--- src/rtl/axi_decoder.sv ---
// Address decoder with a single-outstanding route FSM and a built-in decode-error responder.
// The target is chosen once at decode and held until its response completes.
module axi_decoder #(
  parameter int SLAVE_NUM  = 2,
  parameter int ADDR_WIDTH = 32,
  parameter logic [SLAVE_NUM*ADDR_WIDTH-1:0] BASE = {32'hA000_0000, 32'h8000_0000},
  parameter logic [SLAVE_NUM*ADDR_WIDTH-1:0] MASK = {32'hF000_0000, 32'hF000_0000}
) (
  input  logic                  clk,
  input  logic                  rst,
  input  logic [ADDR_WIDTH-1:0] addr,
  input  logic                  avalid,
  input  logic [SLAVE_NUM-1:0]  aready,
  input  logic [SLAVE_NUM-1:0]  valid,
  input  logic                  ready,
  output logic [SLAVE_NUM-1:0]  sel,
  output logic                  err_sel,
  output logic                  err_aready,
  output logic                  err_valid,
  output logic                  busy
);

  // Handshake: an address beat completes on avalid & (aready of the selected target or
  // err_aready); a response beat completes on (valid of the selected target or err_valid) & ready.
  typedef enum logic [2:0] {IDLE, ADDR, RESP, ERR_ADDR, ERR_RESP} state_t;

  state_t               state, state_next;
  logic [SLAVE_NUM-1:0] dec, sel_next;
  logic                 dec_hit, err_sel_next, launch;

  // Descending scan so the lowest-index hit overwrites any higher one.
  always_comb begin
    dec = '0;
    for (int i = SLAVE_NUM - 1; i >= 0; i--) begin
      if ((addr & MASK[i*ADDR_WIDTH +: ADDR_WIDTH]) ==
          (BASE[i*ADDR_WIDTH +: ADDR_WIDTH] & MASK[i*ADDR_WIDTH +: ADDR_WIDTH])) begin
        dec    = '0;
        dec[i] = 1'b1;
      end
    end
    dec_hit = |dec;
  end

  always_comb begin
    state_next   = state;
    sel_next     = sel;
    err_sel_next = err_sel;
    launch       = 1'b0;
    case (state)
      IDLE:     launch = 1'b1;
      ADDR:     if (avalid && |(aready & sel)) state_next = RESP;
      RESP:     if (ready && |(valid & sel)) launch = 1'b1;
      ERR_ADDR: if (avalid) state_next = ERR_RESP;
      ERR_RESP: if (ready) launch = 1'b1;
      default: begin
        state_next   = IDLE;
        sel_next     = '0;
        err_sel_next = 1'b0;
      end
    endcase
    // Idle and response completion share one decode path, giving back-to-back issue.
    if (launch) begin
      if (!avalid) begin
        state_next   = IDLE;
        sel_next     = '0;
        err_sel_next = 1'b0;
      end else if (dec_hit) begin
        state_next   = ADDR;
        sel_next     = dec;
        err_sel_next = 1'b0;
      end else begin
        state_next   = ERR_ADDR;
        sel_next     = '0;
        err_sel_next = 1'b1;
      end
    end
  end

  always_ff @(posedge clk) begin
    if (rst) begin
      state   <= IDLE;
      sel     <= '0;
      err_sel <= 1'b0;
    end else begin
      state   <= state_next;
      sel     <= sel_next;
      err_sel <= err_sel_next;
    end
  end

  assign err_aready = (state == ERR_ADDR);
  assign err_valid  = (state == ERR_RESP);
  assign busy       = (state != IDLE);

endmodule
--- config.mk ---
export PLATFORM = sky130hd
export DESIGN_NAME = axi_decoder
export DESIGN_NICKNAME = d
export VERILOG_FILES = /design/src/rtl/axi_decoder.sv
export SDC_FILE = /design/constraint.sdc
export NUM_CORES = 1
export LEC_CHECK = 0
export CAP_MARGIN = 20
export CORE_UTILIZATION = 26
export DETAILED_ROUTE_END_ITERATION = 10
export PLACE_DENSITY = 0.76
export SYNTH_ARGS = -nofsm -noshare
export SYNTH_HDL_FRONTEND = slang
export SYNTH_SLANG_ARGS = --single-unit
--- constraint.sdc ---
create_clock -name clk -period 1.45 [get_ports clk]
set_clock_uncertainty 0.15 [all_clocks]
set_input_delay 0.29 -clock clk [delete_from_list [all_inputs] [get_ports clk]]
set_output_delay 0.29 -clock clk [all_outputs]
set_load 0.01 [all_outputs]
### After elaboration in Yosys (flattened, before gate mapping)

Cells that the tools add are included.

| storage, ports and cells | value |
|---|---|
| bits in registers | 6 |
| output and inout port bits | 6 |

| operators by class | value |
|---|---|
| equal/unequal tests | 10 |
| mux-type cells | 19 |
| bitwise operators | 2 |
| reduce and logical (&&, ||, !) cells | 10 |

Operators by type and width:

| kind | number |
|---|---|
| $mux 2 | 8 |
| $mux 3 | 3 |
| $pmux 3 s3 | 1 |
| $eq 4x4->1 const B | 2 |
| $eq 3x2->1 const B | 2 |
| $mux 1 | 6 |
| $reduce_or 2->1 | 3 |
| $reduce_or 5->1 | 1 |
| $and 2x2->2 | 2 |
| $ne 2x1->1 const B | 2 |
| $eq 3x1->1 const B | 1 |
| $eq 3x3->1 const B | 1 |
| $logic_not 3->1 | 1 |
| $ne 3x2->1 const B | 1 |
| $ne 3x3->1 const B | 1 |
| $pmux 1 s3 | 1 |
| $reduce_and 3->1 | 1 |
| $reduce_bool 3->1 | 1 |
| $reduce_or 3->1 | 1 |
| $logic_and 1x1->1 | 2 |

### Logic depth before layout (Yosys ltp)

| logic depth | value |
|---|---|
| depth in word-level cells | 7 |
| gate-level depth with buffers | 7 |
| gate-level depth less buffers | 6 |

### Worst setup path before layout

Ideal clock, no wire load.

| timing | value |
|---|---|
| kind | register to output |
| from | reg state[1] |
| to | out busy |
| data arrival time | 925 ps |
| required time | 1,010 ps |
| path slack | 85 ps |
| stages on the path, launching flop included | 3 |
| path buffers | 1 |
| cells stage by stage | dfxtp_1 -> buf_6 -> or3_2 |

| on the way | value |
|---|---|
| longest elaborated chain between the ends | 1 |

RTL lines:

| what | RTL line | text |
|---|---|---|
| start: declaration | 27 | `state_t state, state_next;` |
| start signal: assignment | 85 | `state <= state_next;` |
| $reduce_bool 3->1 | 93 | `assign busy = (state != IDLE);` |
| end: declaration | 20 | `output logic busy` |

Every way passes these cells.

### Worst setup path after layout

Ends and elaborated chain as after synthesis.

==> results.txt <==
Status: complete, but fails checks
Failing checks: setup timing
Root buffer cell: clkbuf_4
Commonest non-fill, non-tap cell in the layout: buf_4
Clock power frac: 18.9%
RR Endpoint: state[0]
WP data arrival: 1.11 ns
First-pass GRT wire length: 2.13 mm
R2r setup slk: -0.08 ns
# setup viols final: 7
Yosys warns: 0
# fillers: 134
GP Congestion: 0.864
Remaining DRCs: 0
Vias/cell: 5.46
Total track usage: 16.0%
Commonest cells after routing, fill and taps aside: 11 x buf_4, 8 x clkdlybuf4s50_1, 8 x buf_6
Min setup slack post-route: -0.100 ns
Sink Count: 6
Sum of negative setup slack: -0.416 ns
1st-iter DRT viols: 13
Post-CTS Hold Buffers: 0
Power Dens Cells: 1050 mW/mm2
Worst VDD drop: 0.495 mV
Area grow syn2layout: 101%
Inst Count DP: 91
FF-to-FF path depth: 6
Hold Crit Class: register to register
Synth top area cells: dfxtp_1 29%, o2bb2ai_1 6.3%, buf_6 5.4%
DR pass1 iterations: 4
Clk buf depth: 2
Row Count: 14
Startpoint types: register
Syn Inst Count: 49
Comb power frac: 56.0%
Routed WL per cell: 14.7 um
Total congestion overflow: 0
RSZ-0062 raised after global routing: true
Vias in the first global route: 501
Synth unique cells: 28
Seq pwr share: 25.0%
CTS tree: built
Pre-CTS setup slack: -0.380 ns
Seq/Total Area, Yosys: 29.0%
Yosys reg bits: 6
Worst-path fanout max: 4
Setup CP Type: register to output pin
Largest net degree at the start of global routing: 9
Leak: 0.356 nW
Final Hold Viols: 0
Core area: 0.00149 mm2
Diodes inserted: 0
Die area: 0.00176 mm2
Period utilization: 107%
Mean Syn Cell Area: 8.45 um2
Slew Viols, Final: 0
Number of max-cap violations: 0
Net count after synthesis: 89
Cell area after synthesis: 414 um2
Clock slew at reported path FFs: 0.06 ns
Cell taking the most area after synthesis: dfxtp_1
Slew headroom: 79.6%
Overall die width: 41.9 um
Psw: 0.321 mW
Worst r2r src: state[2]
Final critical-path required period: 1.55 ns
IO Count: 46
Switching Share: 36.9%
Initial antenna violation count: 0
Max frequency: 645 MHz
DR vias: 541
Die span in y: 41.9 um
I/O Buffers: 17
Nets: 125
Worst slew pin tran: 0.305 ns
Final core occ: 56.0%
Starting Density: 27.8%
Routed Antenna Nets: 0
Worst Setup End Kind: output pin
WL final: 1.45 mm
Req. time, crit path: 1.01 ns
DP HPWL: 895 um
CTS Buf Count: 3
Final std cells w/o fill: 99
Int Power: 0.550 mW
Layout cells sized above 1: 54.2%
Htree depth: 1
Top cell type's share of synthesized area: 29.0%
Worst hold start: err_sel
Clk Latency, worst-skew pair: 0.26 ns
Hold Path Depth: 1
Final Hold Slack: 0.332 ns
Hold Path End: err_sel
==> power groups by stage <==
stage	clock network [mW]	logic [mW]	registers [mW]
6_report	0.165	0.488	0.218
5_1_grt	0.169	0.520	0.221
4_1_cts	0.165	0.358	0.207
3_5_place_dp	0	0.327	0.204
3_3_place_gp	0	0.322	0.204
2_1_floorplan	0	0.198	0.202
==> synth_stat cells, drive strengths merged <==
library cell and count:
a21bo 1, maj3 1, or3 1, nor3b 1, nand2 3, a221oi 1, a22oi 2, o311ai 1
nand3 1, inv 6, dfxtp 6, o211ai 1, a21oi 4, or2 1, o2bb2ai 3, nand4 2
a21boi 1, buf 2, nor2 3, a31oi 1, nor2b 1, a211oi 1, nand2b 1, and3 1
a21o 1, a32oi 2
==> what timing repair did <==
| item | 4_1_cts | 5_1_grt |
|---|---|---|
| hold endpoints to repair | 0 | 0 |
| gates cloned | 0 | 0 |
| resized for setup | 31 | 21 |
| setup endpoints to repair | 11 | 8 |
| buffers inserted | 4 | 2 |
| pin swaps | 11 | 10 |
==> sequential cells by signal (all words and copies together), names as in the netlist <==
| register | flops |
|---|---|
| err_sel | 1 |
| sel | 2 |
| state | 3 |
==> routing by layer <==
layer | vias up | global-route usage (%) | share of wire [%]
li1 | 254 | - | -
met1 | 258 | 19.6 | 40
met2 | 25 | 26.6 | 52
met3 | 4 | 4.35 | 6.0
met4 | 0 | 5.81 | 2.1
met5 | - | 0 | 0
==> kinds of logic (layout without fill, tap and decap cells) <==
kind of cell / Yosys count / in the layout / synth area share, %
adder cells (fa/ha/maj): 1 / 1 / 2.72
AO/OA/AOI/OAI: 19 / 19 / 37.2
buffers and inverters: 8 / 42 / 10.9
AND/OR/NAND/NOR: 15 / 15 / 20.2
flip-flops: 6 / 6 / 29.0
==> worst max-delay path by stage <==
stage	startpoint	to	slack, ns	cells past startpoint
6_report	state[1]	busy	-0.10	2
5_1_grt	state[1]	busy	-0.12	2
4_1_cts	state[1]	busy	-0.19	2
3_5_place_dp	valid[0]	err_sel	-0.38	5
3_3_place_gp	valid[0]	sel[0]	-0.32	5
2_1_floorplan	state[1]	busy	0.09	2
==> worst max-delay path: stages (launching register included) <==
cell and delay, ns:
dfxtp_4 0.36, or3_4 0.36, buf_6 0.13
==> layout make-up <==
class | instances | area, um2 | area share (%)
inverters | 6 | 27.5 | 3.30
flip-flops and latches | 6 | 126 | 15.2
multi-input cells | 35 | 328 | 39.3
clock buffers | 3 | 22.5 | 2.70
repair buffers | 33 | 309 | 37.1
well taps | 16 | 20.0 | 2.40
==> through the flow <==
stage               total power, mW  area [um2]
global route                  0.909         833
finish                        0.871         833
CTS                           0.730         737
global placement              0.526         664
detailed placement            0.531         664
floorplan                     0.399         414
Power figures use the tool's default switching activity.
